`config.mk`:
```
export PLATFORM = sky130hd
export DESIGN_NAME = axi_rd_master
export DESIGN_NICKNAME = d
export VERILOG_FILES = /design/src/rtl/axi_rd_master.sv
export SDC_FILE = /design/constraint.sdc
export NUM_CORES = 1
export LEC_CHECK = 0
export ABC_AREA = 1
export CAP_MARGIN = 20
export CORE_ASPECT_RATIO = 0.7
export CORE_UTILIZATION = 35
export DETAILED_ROUTE_END_ITERATION = 8
export PLACE_DENSITY = 0.73
export SETUP_SLACK_MARGIN = 0.3
export SLEW_MARGIN = 20
export SYNTH_ARGS = -nofsm -noshare
export SYNTH_HDL_FRONTEND = slang
export SYNTH_SLANG_ARGS = --single-unit
```
`constraint.sdc`:
```
create_clock -name clk -period 1.7 [get_ports clk]
set_input_delay 0.255 -clock clk [delete_from_list [all_inputs] [get_ports clk]]
set_output_delay 0.255 -clock clk [all_outputs]
set_load 0.01 [all_outputs]
```
`src/rtl/axi_rd_master.sv`:
```
// rtl/axi_rd_master.sv - single-burst AXI read master: one AR, collects R beats, flags faulty bursts.
module axi_rd_master #(
   parameter int         AXI_WIDTH = 64,
   parameter logic [3:0] AXI_ID    = 4'b0000
) (
   input  logic                 clk,
   input  logic                 rst_n,
   input  logic                 rd_start,
   input  logic [29:0]          rd_addr,
   input  logic [7:0]           rd_len,
   output logic                 rd_done,
   output logic                 rd_err,
   output logic                 rd_busy,
   output logic [AXI_WIDTH-1:0] rd_data,
   output logic                 rd_data_valid,
   output logic [3:0]           m_axi_arid,
   output logic [29:0]          m_axi_araddr,
   output logic [7:0]           m_axi_arlen,
   output logic [2:0]           m_axi_arsize,
   output logic [1:0]           m_axi_arburst,
   output logic                 m_axi_arvalid,
   input  logic                 m_axi_arready,
   input  logic [3:0]           m_axi_rid,
   input  logic [AXI_WIDTH-1:0] m_axi_rdata,
   input  logic [1:0]           m_axi_rresp,
   input  logic                 m_axi_rlast,
   input  logic                 m_axi_rvalid,
   output logic                 m_axi_rready
);

   typedef enum logic [1:0] {IDLE, RA, RD, DONE} state_t;

   localparam logic [2:0] ARSIZE = 3'($clog2(AXI_WIDTH / 8));

   state_t                state_q, state_d;
   logic [29:0]           araddr_q, araddr_d;
   logic [7:0]            arlen_q, arlen_d;
   logic [8:0]            cnt_q, cnt_d;
   logic                  err_q, err_d;
   logic [AXI_WIDTH-1:0]  rd_data_q, rd_data_d;
   logic                  rd_data_valid_q, rd_data_valid_d;

   logic beat;
   logic cnt_at_len;
   logic last_beat;
   logic beat_err;

   assign beat       = m_axi_rvalid && (state_q == RD);
   assign cnt_at_len = (cnt_q == {1'b0, arlen_q});
   // The burst ends on rlast or on the beat that completes arlen+1, whichever comes first.
   assign last_beat  = beat && (m_axi_rlast || cnt_at_len);
   assign beat_err   = (m_axi_rresp != 2'b00) || (m_axi_rid != AXI_ID) ||
                       (m_axi_rlast != cnt_at_len);

   always_ff @(posedge clk or negedge rst_n) begin
      if (!rst_n) begin
         state_q         <= IDLE;
         araddr_q        <= '0;
         arlen_q         <= '0;
         cnt_q           <= '0;
         err_q           <= 1'b0;
         rd_data_q       <= '0;
         rd_data_valid_q <= 1'b0;
      end else begin
         state_q         <= state_d;
         araddr_q        <= araddr_d;
         arlen_q         <= arlen_d;
         cnt_q           <= cnt_d;
         err_q           <= err_d;
         rd_data_q       <= rd_data_d;
         rd_data_valid_q <= rd_data_valid_d;
      end
   end

   always_comb begin
      state_d = state_q;
      case (state_q)
         IDLE:    if (rd_start) state_d = RA;
         RA:      if (m_axi_arready) state_d = RD;
         RD:      if (last_beat) state_d = DONE;
         DONE:    state_d = IDLE;
         default: state_d = IDLE;
      endcase
   end

   always_comb begin
      araddr_d        = araddr_q;
      arlen_d         = arlen_q;
      cnt_d           = cnt_q;
      err_d           = err_q;
      rd_data_d       = rd_data_q;
      rd_data_valid_d = beat;
      if (state_q == IDLE) begin
         err_d = 1'b0;
         if (rd_start) begin
            araddr_d = rd_addr;
            arlen_d  = rd_len;
         end
      end
      if ((state_q == RA) && m_axi_arready) cnt_d = '0;
      if (beat) begin
         cnt_d     = cnt_q + 9'd1;
         rd_data_d = m_axi_rdata;
         if (beat_err) err_d = 1'b1;
      end
   end

   always_comb begin
      m_axi_arid    = AXI_ID;
      m_axi_araddr  = araddr_q;
      m_axi_arlen   = arlen_q;
      m_axi_arsize  = ARSIZE;
      m_axi_arburst = 2'b01;
      m_axi_arvalid = (state_q == RA);
      m_axi_rready  = (state_q == RD);
      rd_busy       = (state_q != IDLE);
      rd_done       = (state_q == DONE);
      rd_err        = (state_q == DONE) && err_q;
      rd_data       = rd_data_q;
      rd_data_valid = rd_data_valid_q;
   end

endmodule

```
==> impl_results.md, run 1 <==
- TritonCTS clock tree: done
- Period utilisation layout: 0.966
- GRT Residual Overflow: 0
- Floorplan core area: 13400 um^2
- Cell Area, Placed: 7340 um^2
- Worst setup path startpoint: state_q[1]
- CP arrival: 1930 ps
- WHS: 316 ps
- Leak pwr: 5.00 nW
- Syn Inst Count: 507
- H-tree depth: 4
- Post-Synth XOR/XNOR Area: 0.00178
- Reg-to-reg startpoint: state_q[1]
- Inserted Clock Buffers: 17
- Slew @ Worst Pin: 587 ps
- Post-layout instance area: 9570 um^2
- Required @ worst endpoint: 1990 ps
- Status: finished clean
- Fmax: 0.609 GHz
- Worst skew pair latency: 410 ps
- Nets: 923
- Setup TNS: 0 ps
- R2R setup slack: 60 ps
- Die ar.: 14500 um^2
- Clock transition at path regs: 60 ps
- Worst clock skew: 14.2 ps
- Boundary Pins: 231
- Synth cell types: 23
- Final ANT Viol Nets: 0
- Max Transition Viols Final: 0
- DRC viols: 0
- Post-Syn Area: 4910 um^2
- Initial antenna violation count: 2
- Die Width: 144 um
- First DRT Iteration DRCs: 150
- FF+latch count, synth: 115
- Final-report hold violation count: 0
- Gpl congestion: 0.798
- Critical path startpoint category: flip-flop
- CTS Root Cell: clkbuf_16
- Post-synthesis compound-gate area fraction: 0.0176
- Chip height: 101 um
- IO Port Bufs: 221
- Clock tree buffer depth: 2
- Starting Density: 0.365
- Max FO, Critical Path: 8
- Slew margin rel.: 0.607
- Clock sink count: 115
- Simple-gate share of the synthesized area: 0.218
- Max-cap viol count: 0
- Critical Path End Type: flip-flop
- Syn avg cell area: 9.69 um^2
- # rows: 35
- Fill cells: 927
- Detailed Route WL: 17400 um
- Synth warnings: 0
- Layout area overhead: 94.7%
- Largest family of logic cells by synthesized area: simple AND/OR/NAND/NOR gates
- Layout cells sized above 1: 0.368
- RSZ-0062 raised after global routing: true
- First-pass GRT wire length: 24500 um
- Kind of critical path: flip-flop to flip-flop
- Routed WL per cell: 17.4 um
- Via density: 4.64
- Final Util: 0.712
- Placed wire-length estimate: 10200 um
- Pwr/cell area: 1730 nW/um^2
- Largest net degree at the start of global routing: 47
- Path type of the worst min-delay path: input pin to async pin
- Synth Area in Adders: 0.0178
- VDD IR max: 0.883 mV
- Register area share after synthesis: 0.586
- Mux share of post-synthesis cell area: 0.0985
- Gr usage total: 0.229
- Post-layout min period: 1640 ps
- Final setup vio count: 0
- Drt first pass iters: 5
- Vias in the first global route: 4584
- Vias: 4633
-- placed cells by master (no fill, tap or decap), types with 2 or more instances in the layout --
cell type and count:
bufinv_16 3, ha_4 4, clkinv_2 3, nand2_2 72, buf_6 16, conb_1 9, nand2_8 4, ha_1 2
clkdlybuf4s15_1 3, nor3_1 2, mux2_2 2, a21oi_2 3, o21ai_2 4, clkbuf_16 18, dfrtp_1 115, clkbuf_8 4
a21oi_1 6, nor2_4 5, nand2_1 120, dlygate4sd2_1 98, clkbuf_2 2, nor2_1 15, buf_12 13, mux2_4 31
buf_4 25, clkinvlp_4 2, nor2_2 4, inv_2 7, inv_1 19, o21ai_0 2, clkdlybuf4s50_1 112, buf_8 6
nand3_1 8, clkinv_8 2, buf_16 15, nand2_4 48
-- per-stage QoR --
step / worst slack [ps] / instances / total power (W)
finish: 58.0 / 999 / 0.0165
global route: 31.5 / 999 / 0.0174
CTS: 85.4 / 977 / 0.0154
detailed placement: 71.5 / 907 / 0.0109
global placement: 136 / 907 / 0.0108
floorplan: 297 / 514 / 0.00751
-- worst max-delay path, stage by stage (launching register included) --
cell and delay [ps]:
dfrtp_1 410, buf_6 140, ha_4 170, buf_12 130
nand2_8 110, clkinv_8 130, buf_12 150, buf_16 150
nand2_2 60, nand2_1 60
-- metal layers --
layer / GRT usage / vias up / part of all wire
met5: 0 / - / 0.00092
met4: 0.0851 / 2 / 0.018
met3: 0.0856 / 31 / 0.082
met2: 0.374 / 208 / 0.49
met1: 0.277 / 2234 / 0.41
li1: - / 2158 / -
-- path summary, 6_finish.rpt --
kind	cells after the start	to
hold / removal	2	rd_data[1]
setup / recovery	9	rd_data[60]
max in group asynchronous	3	cnt_q[3]
setup reg to reg	9	rd_data[60]
hold reg to reg	2	rd_data[27]
min in group clk	3	rd_data[2]
-- state kept, by name, indices dropped and copies added, names as in the netlist --
name,cells
m_axi_araddr,30
m_axi_arlen,8
rd_data,64
err_q,1
state_q,2
cnt_q,9
rd_data_valid,1
-- timing repair --
action | in CTS | in global routing
setup endpoints to repair | 218 | 124
pin swaps | 23 | 45
endpoints found under the hold margin | 25 | 0
hold buffers | 1 | 0
cloned | 17 | 1
buffers inserted | 22 | 20
gates resized for setup | 236 | 165
-- power by group --
part	internal, W	switching, W	total [W]
Combinational	0.00434	0.00373	0.00807
Clock	0.00244	0.00125	0.00369
Sequential	0.00398	0.000805	0.00478
-- layout make-up --
| class | count | area [um^2] | area share |
|---|---|---|---|
| Antenna cell | 1 | 2.50 | 0.000262 |
| Clock buffer | 21 | 480 | 0.0502 |
| Clock inverter | 9 | 129 | 0.0135 |
| Inverter | 27 | 114 | 0.0119 |
| Multi-Input combinational cell | 347 | 2530 | 0.264 |
| Sequential cell | 115 | 2880 | 0.301 |
| Tap cell | 185 | 231 | 0.0242 |
| Timing Repair Buffer | 293 | 3190 | 0.333 |
| Timing Repair inverter | 1 | 16.3 | 0.00170 |
-- kinds of logic (layout without fill, tap and decap cells) --
| group | Yosys count | in the layout |
|---|---|---|
| fa+ha+maj | 7 | 7 |
| other cells | 2 | 10 |
| buf+inv | 54 | 351 |
| simple gates | 278 | 280 |
| mux | 33 | 33 |
| compound gates | 17 | 17 |
| xor+xnor | 1 | 1 |
| flops | 115 | 115 |
-- synthesized netlist by cell type, drive strengths merged --
cell type | instances | area [um^2]
o21ai | 7 | 35.0
clkbuf | 1 | 3.75
conb | 2 | 7.51
mux2 | 33 | 484
xor2 | 1 | 8.76
clkinv | 1 | 5.00
nor3 | 2 | 10.0
ha | 7 | 87.6
dfrtp | 115 | 2880
inv | 26 | 97.6
nand3 | 10 | 50.1
a21oi | 9 | 45.0
nand2 | 242 | 918
buf | 26 | 184
nor2 | 24 | 92.6
o22ai | 1 | 6.26
(Power assumes the default switching activity.)
==> inputs of run 2 (changes only) <==
- HOLD_SLACK_MARGIN: default -> 0.12
==> results of run 2 <==
Same layout as run 1: the final DEF is identical, and so are final timing and power.
==> variant (flow settings as in run 1) <==
`rd_data_q` no longer has a reset.
--- a/src/rtl/axi_rd_master.sv
+++ b/src/rtl/axi_rd_master.sv
@@ -60,5 +60,4 @@
          cnt_q           <= '0;
          err_q           <= 1'b0;
-         rd_data_q       <= '0;
          rd_data_valid_q <= 1'b0;
       end else begin
@@ -68,7 +67,10 @@
          cnt_q           <= cnt_d;
          err_q           <= err_d;
-         rd_data_q       <= rd_data_d;
          rd_data_valid_q <= rd_data_valid_d;
       end
+   end
+
+   always_ff @(posedge clk) begin
+      rd_data_q <= rd_data_d;
    end
 
Formal check against the unedited RTL: differs if rst_n is asserted again (counterexample within 4 cycles, from zero or initial values and one cycle with rst_n low); with rst_n held inactive, the same outputs for 10 cycles.
==> variant against run 1 <==
Setup slack worse by 0.018 ns. Highest routed layer is now met4. Sequential cell count stayed put. Total power is 21% lower. Critical path depth is 1 lower. Global-route usage is 2.5 points lower. Area after synthesis is 10% lower. Count of clock-buffer cells in the layout is 4 lower. Wire length is 21% lower. First-iteration DRC count is 12% higher. Combinational power is 37% lower. Cell area is 14% lower.
==> variant: results (changes against run 1) <==
STA
  • Hold slack: 0.3687 ns (was 0.3163 ns)
  • Setup Skew: 0.008227 ns (was 0.01424 ns)
  • Tcrit/Tclk final: 0.9766 (was 0.9659)

Logic synthesis
  • Syn Area/Cell: 14.75 um^2 (was 9.691 um^2)
  • Asr flop ratio synth: 0.4435 (was 1.000)
  • Synth area leaders: edfxtp_1 43%, dfrtp_1 29%, mux2_4 10% (was dfrtp_1 59%, nand2_1 18%, mux2_4 9.2%)
  • Top cells by count, synth: 64 x edfxtp_1, 51 x dfrtp_1, 46 x nand2_1 (was 240 x nand2_1, 115 x dfrtp_1, 30 x mux2_4)
  • Yosys warns: 0 (unchanged)
  • Post-synth EDFFs: 64 (was 0)

Route
  • Wire per inst: 18.06 um (was 17.43 um)
  • First-pass iteration count of the detailed router: 4 (was 5)
  • Top sig layer: met4 (was met5)
  • Met2 WL: 6989 um (was 8569 um)
  • Routed WL: 13690 um (was 17410 um)
  • Initial DRC Count: 168 (was 150)
  • Met3 WL: 1247 um (was 1428 um)
  • Metal1 wirelength: 5251 um (was 7077 um)
  • Via density: 4.528 (was 4.638)

Global routing
  • Initial antenna violation count: 0 (was 2)
  • Largest net degree at the start of global routing: 52 (was 47)
  • Routing usage on met2: 0.3448 (was 0.3738)
  • Met3 global-route usage: 0.07583 (was 0.08558)
  • Global Route Usage Sum: 0.2031 (was 0.2285)
  • First-pass GRT wire length: 18880 um (was 24480 um)
  • GR Layer Usage met1: 0.2332 (was 0.2768)
  • Number of global-route vias before repair: 3412 (was 4584)

Run status
  • Outcome: complete, no violations (unchanged)

Layout
  • Layout cell share with drive strength beyond 1: 0.2795 (was 0.3678)
  • Filler instances: 829 (was 927)
  • Ant. Diodes: 0 (was 1)
  • Layout Nets: 710 (was 923)

Critical path
  • R2R depth: 8 (was 9)
  • R2R Setup Slk: 0.04 ns (was 0.06 ns)
  • Critical path data arrival time: 1.83 ns (was 1.93 ns)
  • Reg2reg end: rd_data[38]$_DFFE_PP_ (was rd_data[60]$_DFFE_PN0P_)
  • RR Startpoint: state_q[0]$_DFFE_PN0P_ (was state_q[1]$_DFFE_PN0P_)
  • CP startpoint: state_q[0]$_DFFE_PN0P_ (was state_q[1]$_DFFE_PN0P_)

Clock network
  • Hold Buf Count CTS: 1 (unchanged)
  • Post-CTS Setup Bufs: 34 (was 22)

Placement
  • Placement Cell Area: 6879 um^2 (was 7338 um^2)
  • Placer Congestion: 0.8378 (was 0.7978)
  • Placed Cells: 678 (was 907)
  • Placed wire-length estimate: 8451 um (was 10210 um)
  • Pre-CTS WS: -0.004097 ns (was 0.07149 ns)

Power and ir drop
  • Leak: 3.640 nW (was 5.004 nW)
  • Total Power: 13.04 mW (was 16.54 mW)
  • Peak supply drop: 878.0 uV (was 883.0 uV)
  • Sequential Power Share: 0.323 (was 0.289)
  • P_sw: 3.846 mW (was 5.779 mW)
  • Comb. pwr: 5.06 mW (was 8.07 mW)
[variant: changes by cell type after synthesis, sizes merged, moves of 2 or more]
cell    delta
o21ai      +2
nand2    -195
edfxtp    +64
buf       -13
dfrtp     -64
[variant: layout make-up]
cell class              count  area, um^2  area share
clock inverters            14       202.7     0.02461
well taps                 157       196.4     0.02385
multi-input cells         152        1237      0.1502
inverters                  27       105.1     0.01276
repair buffers            276        2872      0.3486
flip-flops and latches    115        3198      0.3883
clock buffers              17       425.4     0.05165
[variant: kinds of logic (layout without fill, tap and decap cells)]
kind of cell / Yosys count / in the layout / share of synthesized area
flops: 115 / 115 / 0.7228
simple gates: 83 / 83 / 0.07495
buf+inv: 40 / 334 / 0.04694
mux: 33 / 33 / 0.1094
compound gates: 19 / 19 / 0.02234
fa+ha+maj: 7 / 7 / 0.01980
other cells: 2 / 9 / 0.001697
xor+xnor: 1 / 1 / 0.001980
[variant: tightest hold or removal path, cell delays in order]
cell and delay [ns]:
dlygate4sd3_1 0.52, buf_2 0.12, buf_12 0.25
